==> config.mk <==
export PLATFORM = sky130hd
export DESIGN_NAME = ysyx_210544_csr_file
export DESIGN_NICKNAME = d
export VERILOG_FILES = /design/src/rtl/ysyx_210544_csr_file.sv
export SDC_FILE = /design/constraint.sdc
export NUM_CORES = 1
export LEC_CHECK = 0
export BUFFER_PORTS_ARGS = -buffer_cell sky130_fd_sc_hd__buf_2
export CELL_PAD_IN_SITES_DETAIL_PLACEMENT = 0
export CELL_PAD_IN_SITES_GLOBAL_PLACEMENT = 1
export CORE_MARGIN = 2
export CORE_UTILIZATION = 35
export CTS_CLUSTER_SIZE = 8
export DETAILED_ROUTE_END_ITERATION = 7
export PLACE_DENSITY_LB_ADDON = 0.1
export SLEW_MARGIN = 30
export SYNTH_ARGS = -nofsm -noshare
export SYNTH_HDL_FRONTEND = slang
export SYNTH_SLANG_ARGS = --single-unit
==> constraint.sdc <==
create_clock -name clk -period 4.2 [get_ports clk]
set_input_delay 0.84 -clock clk [delete_from_list [all_inputs] [get_ports clk]]
set_output_delay 0.84 -clock clk [all_outputs]
set_load 0.01 [all_outputs]
==> src/rtl/ysyx_210544_csr_file.sv <==
// ---------------------------------------------------------------------------
// ysyx_210544_csr_file
//   Machine-mode CSR register file. Responds to the CSR access port of the
//   exception unit: combinational reads, writes registered at the rising edge
//   through per-CSR write masks. Also runs mcycle/minstret, samples the CLINT
//   timer line into mip.MTIP and raises a registered timer-interrupt-pending
//   flag used to start trap entry.
//
//   Optional feature macro: YSYX_210544_CSR_COUNTERS_EN
//     defined   : mcycle (0xB00) and minstret (0xB02) counters implemented.
//     undefined : no counter flops; 0xB00/0xB02 read 0, ignore writes and are
//                 not flagged illegal; i_instret is unused.
//
// Ports
//   clk, rst            clock; asynchronous active-low reset
//   i_csr_addr          12-bit CSR address
//   i_csr_ren/i_csr_wen read / write enables
//   i_csr_wdata         64-bit write data
//   o_csr_rdata         read data (0 when ren is low)
//   o_csr_illegal       unmapped CSR address, valid while ren|wen
//   i_instret           one-cycle pulse per retired instruction
//   i_timer_int         level timer interrupt from CLINT
//   o_int_pend          registered mstatus.MIE & mie.MTIE & mip.MTIP
//   o_mtvec             current mtvec
// ---------------------------------------------------------------------------
module ysyx_210544_csr_file #(
    parameter logic [63:0] HARTID   = 64'd0,
    parameter logic [63:0] MISA_VAL = 64'h8000_0000_0000_0100
) (
    input  logic        clk,
    input  logic        rst,
    input  logic [11:0] i_csr_addr,
    input  logic        i_csr_ren,
    input  logic        i_csr_wen,
    input  logic [63:0] i_csr_wdata,
    output logic [63:0] o_csr_rdata,
    output logic        o_csr_illegal,
    input  logic        i_instret,
    input  logic        i_timer_int,
    output logic        o_int_pend,
    output logic [63:0] o_mtvec
);

    localparam logic [11:0] A_MSTATUS  = 12'h300;
    localparam logic [11:0] A_MISA     = 12'h301;
    localparam logic [11:0] A_MIE      = 12'h304;
    localparam logic [11:0] A_MTVEC    = 12'h305;
    localparam logic [11:0] A_MSCRATCH = 12'h340;
    localparam logic [11:0] A_MEPC     = 12'h341;
    localparam logic [11:0] A_MCAUSE   = 12'h342;
    localparam logic [11:0] A_MIP      = 12'h344;
    localparam logic [11:0] A_MCYCLE   = 12'hB00;
    localparam logic [11:0] A_MINSTRET = 12'hB02;
    localparam logic [11:0] A_MHARTID  = 12'hF14;

    // Writable bits: MIE, MPIE, MPP, FS
    localparam logic [63:0] MSTATUS_MASK = 64'h0000_0000_0000_7888;
    localparam logic [63:0] MSTATUS_RST  = 64'h0000_0000_0000_1800;
    localparam logic [63:0] MIE_MASK     = 64'h0000_0000_0000_0888;
    localparam logic [63:0] MTVEC_MASK   = 64'hFFFF_FFFF_FFFF_FFFD;
    localparam logic [63:0] MEPC_MASK    = 64'hFFFF_FFFF_FFFF_FFFC;

    logic [63:0] mstatus_q, mie_q, mtvec_q, mscratch_q, mepc_q, mcause_q;
    logic        mtip_q;
    logic        int_pend_q;
    logic [63:0] mcycle_rd, minstret_rd;

    logic [63:0] rd_val;
    logic        addr_hit;

    // Only the masked bits are ever stored, so unwritable bits stay 0 and
    // the stored value can be returned directly on reads.
    wire wr_mstatus  = i_csr_wen && (i_csr_addr == A_MSTATUS);
    wire wr_mie      = i_csr_wen && (i_csr_addr == A_MIE);
    wire wr_mtvec    = i_csr_wen && (i_csr_addr == A_MTVEC);
    wire wr_mscratch = i_csr_wen && (i_csr_addr == A_MSCRATCH);
    wire wr_mepc     = i_csr_wen && (i_csr_addr == A_MEPC);
    wire wr_mcause   = i_csr_wen && (i_csr_addr == A_MCAUSE);

    // NOTE: sequential state uses non-blocking assignments so every flop
    // samples pre-edge values, independent of statement order.
    always_ff @(posedge clk or negedge rst) begin
        if (!rst) begin
            mstatus_q  <= MSTATUS_RST;
            mie_q      <= '0;
            mtvec_q    <= '0;
            mscratch_q <= '0;
            mepc_q     <= '0;
            mcause_q   <= '0;
            mtip_q     <= 1'b0;
            int_pend_q <= 1'b0;
        end else begin
            if (wr_mstatus)  mstatus_q  <= i_csr_wdata & MSTATUS_MASK;
            if (wr_mie)      mie_q      <= i_csr_wdata & MIE_MASK;
            if (wr_mtvec)    mtvec_q    <= i_csr_wdata & MTVEC_MASK;
            if (wr_mscratch) mscratch_q <= i_csr_wdata;
            if (wr_mepc)     mepc_q     <= i_csr_wdata & MEPC_MASK;
            if (wr_mcause)   mcause_q   <= i_csr_wdata;
            mtip_q     <= i_timer_int;
            // Built from the current register values, so MTIP adds one cycle
            // and the flag appears two edges after i_timer_int rises.
            int_pend_q <= mstatus_q[3] & mie_q[7] & mtip_q;
        end
    end

`ifdef YSYX_210544_CSR_COUNTERS_EN
    logic [63:0] mcycle_q, minstret_q;
    wire wr_mcycle   = i_csr_wen && (i_csr_addr == A_MCYCLE);
    wire wr_minstret = i_csr_wen && (i_csr_addr == A_MINSTRET);

    // A port write overrides that cycle's increment; the adds wrap naturally.
    always_ff @(posedge clk or negedge rst) begin
        if (!rst) begin
            mcycle_q   <= '0;
            minstret_q <= '0;
        end else begin
            if (wr_mcycle)      mcycle_q <= i_csr_wdata;
            else                mcycle_q <= mcycle_q + 64'd1;
            if (wr_minstret)    minstret_q <= i_csr_wdata;
            else if (i_instret) minstret_q <= minstret_q + 64'd1;
        end
    end

    assign mcycle_rd   = mcycle_q;
    assign minstret_rd = minstret_q;
`else
    logic unused_instret;
    assign unused_instret = i_instret;
    assign mcycle_rd      = '0;
    assign minstret_rd    = '0;
`endif

    // NOTE: defaults are assigned before the case so no path leaves a
    // variable unassigned, which would infer a latch.
    always_comb begin
        rd_val   = '0;
        addr_hit = 1'b1;
        case (i_csr_addr)
            A_MSTATUS:  rd_val = {(mstatus_q[14:13] == 2'b11), mstatus_q[62:0]};
            A_MISA:     rd_val = MISA_VAL;
            A_MIE:      rd_val = mie_q;
            A_MTVEC:    rd_val = mtvec_q;
            A_MSCRATCH: rd_val = mscratch_q;
            A_MEPC:     rd_val = mepc_q;
            A_MCAUSE:   rd_val = mcause_q;
            A_MIP:      rd_val = {56'd0, mtip_q, 7'd0};
            A_MCYCLE:   rd_val = mcycle_rd;
            A_MINSTRET: rd_val = minstret_rd;
            A_MHARTID:  rd_val = HARTID;
            default:    addr_hit = 1'b0;
        endcase
    end

    assign o_csr_rdata   = i_csr_ren ? rd_val : '0;
    assign o_csr_illegal = (i_csr_ren | i_csr_wen) & ~addr_hit;
    assign o_int_pend    = int_pend_q;
    assign o_mtvec       = mtvec_q;

endmodule

Word level (Yosys, flattened, before mapping)
Cells that the tools add are included.

Register bits after elaboration: 264. Latch bits: 0. Memory bits (writable): 0. ROM bits: 0. Input bits: 82. Output and inout port bits: 130. Word-level logic and storage cells: 35. Memories: 0.

Add/sub/neg operators: 0. $mul: 0. Divide/modulo/power cells: 0. Order comparisons: 0. Equality and inequality tests: 12. Shift operators: 0. Muxes and demuxes: 3. Bitwise operators: 5. Reduce and logical (&&, ||, !) cells: 7.

Operators by type and width (count): 64-bit one-hot mux with 8 select lines (1); 12-bit by 10-bit equality test with 1-bit output, second input constant (8); 64-bit two-way mux (1); 12-bit equality test, second input constant (3); 11-bit OR reduction (1); 1-bit logical AND (6); 1-bit AND (3); 2-bit equality test, second input constant (1); 1-bit two-way mux (1); 1-bit inverter (1); 1-bit bitwise OR (1).

Depth between registers and ports, before layout
Gate-level depths: netlist (run 1).

Depth after elaboration: 5. Depth in mapped cells: 8. Gate-level depth less buffers: 4.

Worst setup path after synthesis (run 1)
Ideal clock, no wire load.

Kind: input-to-output. Start: in i_csr_addr[5]. End: out o_csr_rdata[45]. Arrival time: 2779 ps. Data required time: 3360 ps. Path slack: 581 ps. Stages: 7. Buffers on the path: 3. Cells stage by stage: or4_1 buf_2 nor4_4 clkbuf_1 clkbuf_1 a222oi_1 nor2_1.

Cells in the longest elaborated chain, start to end: 3. Elaborated cells between the ends (all ways): 10. Those cells by class: eq/ne: 8; mux: 2.

RTL lines: start: declaration (line 32) `input logic [11:0] i_csr_addr,`; 12-bit by 10-bit equality test with 1-bit output (line 138) `case (i_csr_addr)`; 64-bit one-hot mux with 8 select lines (*) (line 138); 64-bit two-way mux (*) (line 154) `assign o_csr_rdata = i_csr_ren ? rd_val : '0;`; end: declaration (line 36) `output logic [63:0] o_csr_rdata,`.

Mark *: on every way between the ends. The rest lies on a longest branch, timed or not.

Worst setup path in the final report (run 1)
Start: in i_csr_addr[5]. End: out o_csr_rdata[22].

Same word-level chain as after synthesis.

==> results of run 1 <==
worst max-delay path by stage:
stage / cells past startpoint / end / from
global placement: 9 / o_csr_rdata[22] / i_csr_addr[5]
CTS: 9 / o_csr_rdata[10] / i_csr_addr[5]
floorplan: 7 / o_csr_rdata[45] / i_csr_addr[5]
detailed placement: 9 / o_csr_rdata[10] / i_csr_addr[5]
finish: 9 / o_csr_rdata[22] / i_csr_addr[5]
global route: 9 / o_csr_rdata[29] / i_csr_addr[5]
metal layers:
layer | up-vias | wire length, um | track usage
met5 | - | 12 | 0
met4 | 2 | 542 | 0.0433
met3 | 46 | 1820 | 0.0380
met2 | 210 | 14500 | 0.282
met1 | 4128 | 14200 | 0.242
li1 | 3629 | - | -
stage by stage:
stage / utilization / setup WS (ns) / cells / area [um2]
floorplan: - / 0.581 / 855 / 11900
global placement: 0.404 / 0.428 / 1472 / 13600
detailed placement: 0.404 / 0.424 / 1472 / 13600
CTS: 0.436 / 0.408 / 1519 / 14600
global route: 0.436 / 0.235 / 1519 / 14600
finish: 0.436 / 0.432 / 1520 / 14600
critical path, cell delays in order:
cell	delay [ns]
buf_2	0.10
or4_1	0.52
buf_4	0.22
a311oi_1	0.30
o211ai_1	0.21
buf_4	0.28
buf_4	0.20
nor2_1	0.10
buf_2	0.14
logic make-up (layout without fill, tap and decap cells):
kind of cell | Yosys count | in the layout | share of synthesized area
flip-flops | 264 | 264 | 0.556
AO/OA/AOI/OAI | 83 | 83 | 0.0622
buffers and inverters | 69 | 285 | 0.0249
other | 1 | 2 | 0.000315
multiplexers | 328 | 328 | 0.310
AND/OR/NAND/NOR | 110 | 110 | 0.0469
sequential cells by signal, indices dropped and copies added (netlist names):
name / count
mcause_q: 64
mie_q: 3
o_mtvec: 63
o_int_pend: 1
mscratch_q: 64
mtip_q: 1
mstatus_q: 6
mepc_q: 62
final cells by class:
| type | instances | share of cell area |
|---|---|---|
| Sequential cell | 264 | 0.452 |
| Inverter | 2 | 0.000514 |
| Clock buffer | 47 | 0.0718 |
| Multi-Input combinational cell | 522 | 0.344 |
| Timing Repair Buffer | 236 | 0.0932 |
| Antenna cell | 1 | 0.000171 |
| Tap cell | 448 | 0.0384 |
report_power, final:
part	total, uW	switching, uW	internal [uW]
sequential	2570	5.99	2560
combinational	195	133	62.2
clock	2760	1050	1720
total	5530	1190	4340
cells in the final DEF (no fill, tap or decap), types with 2 or more instances in the layout:
cell / count
mux2_2: 261
nand2_1: 9
dfrtp_1: 262
a21oi_1: 4
nor2_1: 64
nor4_1: 2
nor4_4: 3
a211oi_1: 2
inv_1: 2
o21ai_0: 8
clkbuf_16: 41
buf_2: 207
o211ai_1: 3
nor3_1: 6
buf_4: 20
or3b_2: 3
or4_1: 2
nand2_4: 2
a22oi_1: 4
buf_12: 8
clkbuf_1: 6
a222oi_1: 57
mux2i_1: 7
dfstp_2: 2
nand3_1: 7
mux2_1: 60
==> flow_summary.json, run 1 <==
{
  "outcome": "completed",
  "syn-num-nets": 937,
  "drt_iter0_markers": 503,
  "critical_path_class": "in -> out",
  "synth_common_cells": "262 x dfrtp_1, 261 x mux2_2, 64 x nor2_1, 60 x mux2_1, 57 x a222oi_1",
  "hold_viol": 0,
  "gp_congestion": 0.718,
  "grt_overflow_total": 0,
  "drt_pass1_iterations": 8,
  "maxSlewViolCount": 0,
  "ir_worst_vdd_uv": 240,
  "multi_input_area_um2": 5020,
  "fp.dieH_um": 188,
  "drc": 0,
  "detail_route.wl_per_cell_um": 20.4,
  "yosys_warnings": 0,
  "skew_ns": 0.00703,
  "hold_ws_ns": 0.317,
  "min_path_type": "in -> async",
  "std_cell_rows": 67,
  "postCtsHoldBufs": 0,
  "nNetsFinal": 1146,
  "antenna_found_initial": 2,
  "total_power_uw": 5530,
  "grt_first_pass_wirelength_um": 48900,
  "cts_buffer_depth": 3,
  "start_util": 0.355,
  "ant_nets": 0,
  "synth_area_per_cell_um2": 13.9,
  "r2r-end": "o_mtvec[63]",
  "rsz0062_at_grt": "false",
  "fin_tns_setup_ns": 0,
  "drive_above_1_share": 0.515,
  "yosysTopAreaCell": "dfrtp_1",
  "clk_latency_ns": 0.50,
  "cts_buffers": 38,
  "grt_pass1_vias": 8283,
  "ys_types": 41,
  "power_density_nw_per_um2": 378,
  "ff2ff_setup_slack_ns": 3.41,
  "fmax_mhz": 265,
  "worstPathMaxFanout": 15,
  "fillers": 3192,
  "synth.yosys.seq_area_share": 0.556,
  "io_pins": 212,
  "synth_edf_count": 0,
  "syn_area_um2": 11900,
  "seq_area_um2": 6610,
  "crit_arrival_ns": 2.93,
  "ys_seq_elements": 264,
  "routed_wl_um": 31100,
  "dieArea_um2": 35500,
  "area_growth_pct": 22.8,
  "core-area_um2": 33500,
  "r2r-start": "o_mtvec[63]",
  "grtUsageTotal": 0.175,
  "die_w_um": 188,
  "post_cts_buffers": 0,
  "dp_hpwl_um": 19200,
  "post_cts_resized": 0,
  "htree_levels": 2,
  "grt_max_degree": 100,
  "cp-start-kind": "input port",
  "cts_sinks": 264,
  "maxSlewHeadroom": 0.521,
  "synth.most_common_cell": "dfrtp_1",
  "cap_viol_max_count": 0,
  "cp-end-kind": "output pin",
  "ys_async_sr_fraction": 1.00,
  "numPortBuffers": 209,
  "syn-instance-count": 855,
  "cp_data_required_time_ns": 3.36,
  "routed_via_density": 5.27,
  "ys.flop_type": "dfrtp_1",
  "synth_area_leaders": "dfrtp_1 55%, mux2_2 25%, mux2_1 5.7%",
  "period_minus_slack_ns": 3.77,
  "tightest_slew_ns": 0.719,
  "setup_viol_count_final": 0,
  "synth_top_area_frac": 0.551,
  "p_leak_uw": 0.00754,
  "r2r_cells": 1,
  "cts_tree": "built",
  "clockRootBuffer": "clkbuf_16",
  "final.period_utilization": 0.897,
  "route.vias.total": 8015,
  "clk_pin_slew_worst_paths_ns": 0.05
}
Power figures use the tool's default switching activity.
==> inputs of run 2 (changes only) <==
- CORE_UTILIZATION: 35 -> 45
- clock period: 4.2 -> 4.8 ns (I/O delays scaled with it)
==> flow_summary.json, run 2 (synthesis gave the netlist of run 1 again) <==
{
  "outcome": "completed",
  "drt_iter0_markers": 624,
  "multi_input_area_um2": 5010,
  "grt_pass1_vias": 8345,
  "hold_viol": 0,
  "clk_pin_slew_worst_paths_ns": 0.05,
  "cp-start-kind": "input port",
  "drive_above_1_share": 0.513,
  "drt_pass1_iterations": 8,
  "antenna_found_initial": 3,
  "fin_tns_setup_ns": 0,
  "io_pins": 212,
  "postCtsHoldBufs": 0,
  "seq_area_um2": 6610,
  "cap_viol_max_count": 0,
  "fp.dieH_um": 167,
  "r2r_cells": 1,
  "final_common_cell": "dfrtp_1",
  "dieArea_um2": 27700,
  "route.vias.total": 8022,
  "power_density_nw_per_um2": 329,
  "routed_via_density": 5.73,
  "cp_cell_sequence": "buf_2 -> or4_1 -> a311oi_1 -> o211ai_1 -> buf_4 -> nor2_1 -> buf_2",
  "nNetsFinal": 1141,
  "detail_route.wl_per_cell_um": 20.8,
  "final_cell_mix": "262 x dfrtp_1, 261 x mux2_2, 207 x buf_2",
  "skew_ns": 0.00640,
  "core-area_um2": 26000,
  "fmax_mhz": 241,
  "postLayoutCellArea_um2": 14400,
  "period_minus_slack_ns": 4.14,
  "grt_overflow_total": 0,
  "clockRootBuffer": "clkbuf_16",
  "std_cell_rows": 59,
  "crit_arrival_ns": 3.18,
  "start_util": 0.458,
  "cpMostUsedCell": "buf_2",
  "cpMaxStageDelayCell": "or4_1",
  "maxSlewHeadroom": 0.628,
  "cts_buffers": 38,
  "cts_tree": "built",
  "grtUsageTotal": 0.211,
  "min_path_type": "in -> async",
  "cp_data_required_time_ns": 3.84,
  "clk_latency_ns": 0.50,
  "post_cts_resized": 0,
  "cp-end-kind": "output pin",
  "tightest_slew_ns": 0.559,
  "gp_congestion": 0.737,
  "total_power_uw": 4740,
  "slowest_delay_ns": 0.78,
  "final.period_utilization": 0.863,
  "routed_wl_um": 29100,
  "setup_viol_count_final": 0,
  "dpl_cell_area_um2": 13400,
  "grt_first_pass_wirelength_um": 47100,
  "cts_sinks": 264,
  "critical_path_class": "in -> out",
  "p_leak_uw": 0.00750,
  "ir_worst_vdd_uv": 315,
  "numPortBuffers": 209,
  "rsz0062_at_grt": "false",
  "worstPathMaxFanout": 38,
  "dp_hpwl_um": 17700,
  "cts_buffer_depth": 3,
  "layout.cells.non_filler": 1400,
  "htree_levels": 2,
  "ant_nets": 0,
  "area_growth_pct": 21.0,
  "grt_max_degree": 118,
  "post_cts_buffers": 0,
  "placedCellCount": 1353,
  "maxSlewViolCount": 0,
  "utilization": 0.554,
  "fillers": 2261,
  "die_w_um": 167,
  "drc": 0
}
-- run 2: path summary, 6_finish.rpt --
check	slack (ns)	end	start
worst max-delay path	0.66	o_csr_rdata[37]	i_csr_addr[5]
worst min-delay path	0.38	mscratch_q[12]	rst
worst max register to register	3.99	o_mtvec[62]	o_mtvec[62]
worst min register to register	0.48	mscratch_q[44]	mscratch_q[44]
max in group asynchronous	3.24	mscratch_q[8]	rst
min in group clk	0.48	mscratch_q[44]	mscratch_q[44]
-- run 2: final cells by class --
cell class,instances,area share
inverters,2,0.000522
flip-flops and latches,264,0.459
repair buffers,231,0.0926
clock inverters,1,0.000609
well taps,335,0.0291
clock buffers,44,0.0692
diodes,1,0.000174
multi-input cells,522,0.348
-- run 2: power breakdown --
part / total, uW / switching (uW) / internal [uW]
Sequential: 2250 / 5.26 / 2240
Clock: 2320 / 888 / 1430
Combinational: 170 / 113 / 57.0
Total: 4740 / 1010 / 3730
-- run 2: worst max-delay path, delay by kind of cell --
kind / cells / cell delay [ns]
simple gates: 2 / 1.04
buf+inv: 3 / 0.58
compound gates: 2 / 0.55
-- run 2: per-stage QoR --
stage | hold WS [ns] | setup slack (ns)
detailed placement | 0.471 | 0.666
CTS | 0.481 | 0.640
global placement | 0.462 | 0.630
floorplan | 0.454 | 0.941
global route | 0.404 | 0.499
finish | 0.378 | 0.659
-- run 2: per-layer routing --
metal / share of wire / vias up / global-route usage
met3: 0.067 / 34 / 0.0485
met5: 0 / - / 0
met4: 0.012 / 0 / 0.0427
li1: - / 3614 / -
met1: 0.44 / 4127 / 0.291
met2: 0.48 / 247 / 0.344
==> inputs of run 3 (changes only) <==
- BUFFER_PORTS_ARGS: -buffer_cell sky130_fd_sc_hd__buf_2 -> -buffer_cell sky130_fd_sc_hd__buf_4
==> flow_summary.json, run 3 (synthesis gave the netlist of run 1 again) <==
{
  "fmax_mhz": 231,
  "antenna_found_initial": 0,
  "maxSlewHeadroom": 0.450,
  "r2r-end": "o_mtvec[45]",
  "ir_worst_vdd_uv": 278,
  "std_cell_rows": 59,
  "skew_ns": 0.00419,
  "r2r_cells": 1,
  "cts_sinks": 264,
  "core-area_um2": 26000,
  "final_common_cell": "dfrtp_1",
  "grt_max_degree": 103,
  "fillers": 2231,
  "area_growth_pct": 25.0,
  "hold_path.startpoint": "mscratch_q[48]",
  "drc": 0,
  "clk_pin_slew_worst_paths_ns": 0.05,
  "diodes": 0,
  "period_minus_slack_ns": 4.32,
  "detail_route.wl_per_cell_um": 21.1,
  "ant_nets": 0,
  "clockRootBuffer": "clkbuf_16",
  "grt_pass1_vias": 8519,
  "cp-end-kind": "output pin",
  "numPortBuffers": 209,
  "placedCellCount": 1353,
  "hold_viol": 0,
  "postCtsHoldBufs": 0,
  "min_path_type": "reg -> reg",
  "nNetsFinal": 1140,
  "grtUsageTotal": 0.212,
  "cts_tree": "built",
  "grt_overflow_total": 0,
  "drive_above_1_share": 0.512,
  "cts_buffer_depth": 3,
  "route.vias.total": 8049,
  "p_leak_uw": 0.00753,
  "fin_tns_setup_ns": 0,
  "die_w_um": 167,
  "outcome": "completed",
  "start_util": 0.458,
  "cp-start-kind": "input port",
  "crit_arrival_ns": 3.36,
  "gp_congestion": 0.707,
  "holdPathEnd": "mscratch_q[48]",
  "final.period_utilization": 0.900,
  "r2r-start": "o_mtvec[45]",
  "layout.cells.non_filler": 1399,
  "clk_latency_ns": 0.50,
  "ff2ff_setup_slack_ns": 4.01,
  "drt_iter0_markers": 754,
  "cts_buffers": 38,
  "routed_via_density": 5.75,
  "drt_pass1_iterations": 6,
  "critical_path_class": "in -> out",
  "total_power_uw": 4760,
  "final_cell_mix": "262 x dfrtp_1, 261 x mux2_2, 222 x buf_4",
  "post_cts_resized": 0,
  "htree_levels": 2,
  "dp_hpwl_um": 17600,
  "rsz0062_at_grt": "false",
  "worstPathMaxFanout": 29,
  "routed_wl_um": 29500,
  "power_density_nw_per_um2": 320,
  "maxSlewViolCount": 0,
  "post_cts_buffers": 0,
  "fp.dieH_um": 167,
  "setup_viol_count_final": 0,
  "whs_path_depth": 1,
  "tightest_slew_ns": 0.826,
  "cp_data_required_time_ns": 3.84,
  "dieArea_um2": 27700,
  "cp-startpoint": "i_csr_addr[5]",
  "cap_viol_max_count": 0,
  "grt_first_pass_wirelength_um": 47300,
  "io_pins": 212
}
==> run 3: cell types whose count changed in the layout (fill, tap and decap cells not counted) <==
cell,previous run,this run
buf_16,1,0
and3b_4,0,1
diode_2,1,0
buf_4,15,222
and3b_2,1,0
buf_2,207,0
clkbuf_1,5,6
buf_12,7,6
buf_6,0,1
==> run 3: worst max path at each step <==
stage / endpoint / slack [ns]
3_3_place_gp: o_csr_rdata[20] / 0.49
4_1_cts: o_csr_rdata[20] / 0.46
2_1_floorplan: o_csr_rdata[45] / 0.94
6_report: o_csr_rdata[20] / 0.48
3_5_place_dp: o_csr_rdata[20] / 0.47
5_1_grt: o_csr_rdata[36] / 0.37
==> run 3: area by class of cell <==
cell class / instances / area (um2) / share of cell area
inverters: 2 / 7.51 / 0.000505
clock inverters: 1 / 8.76 / 0.000589
clock buffers: 45 / 998 / 0.0671
repair buffers: 230 / 1810 / 0.122
multi-input cells: 522 / 5010 / 0.337
flip-flops and latches: 264 / 6610 / 0.444
well taps: 335 / 419 / 0.0282
==> run 3: metal layers <==
metal,GRT usage,vias to the layer above,wire [um]
met2,0.346,230,14000
li1,-,3625,-
met3,0.0463,39,1840
met4,0.0495,0,536
met5,0,-,0
met1,0.290,4155,13100
==> run 3: metrics by stage <==
step / util / hold WS (ns) / cell area (um2) / worst slack [ns]
6_report: 0.572 / 0.476 / 14900 / 0.480
5_1_grt: 0.572 / 0.495 / 14900 / 0.372
4_1_cts: 0.572 / 0.482 / 14900 / 0.464
3_5_place_dp: 0.533 / 0.471 / 13900 / 0.471
3_3_place_gp: 0.533 / 0.463 / 13900 / 0.491
2_1_floorplan: - / 0.454 / 11900 / 0.941
==> run 3: worst max-delay path, cell delays in order <==
cell and delay [ns]:
buf_4 0.11, or4_1 0.74, buf_4 0.27, nor4_4 0.32, buf_4 0.44, a222oi_1 0.13, nor2_1 0.22, buf_4 0.16
==> run 3: power breakdown <==
part / internal, uW / total, uW / switching, uW
Clock: 1440 / 2330 / 892
Combinational: 73.9 / 187 / 113
Sequential: 2240 / 2250 / 5.30
Total: 3750 / 4760 / 1010
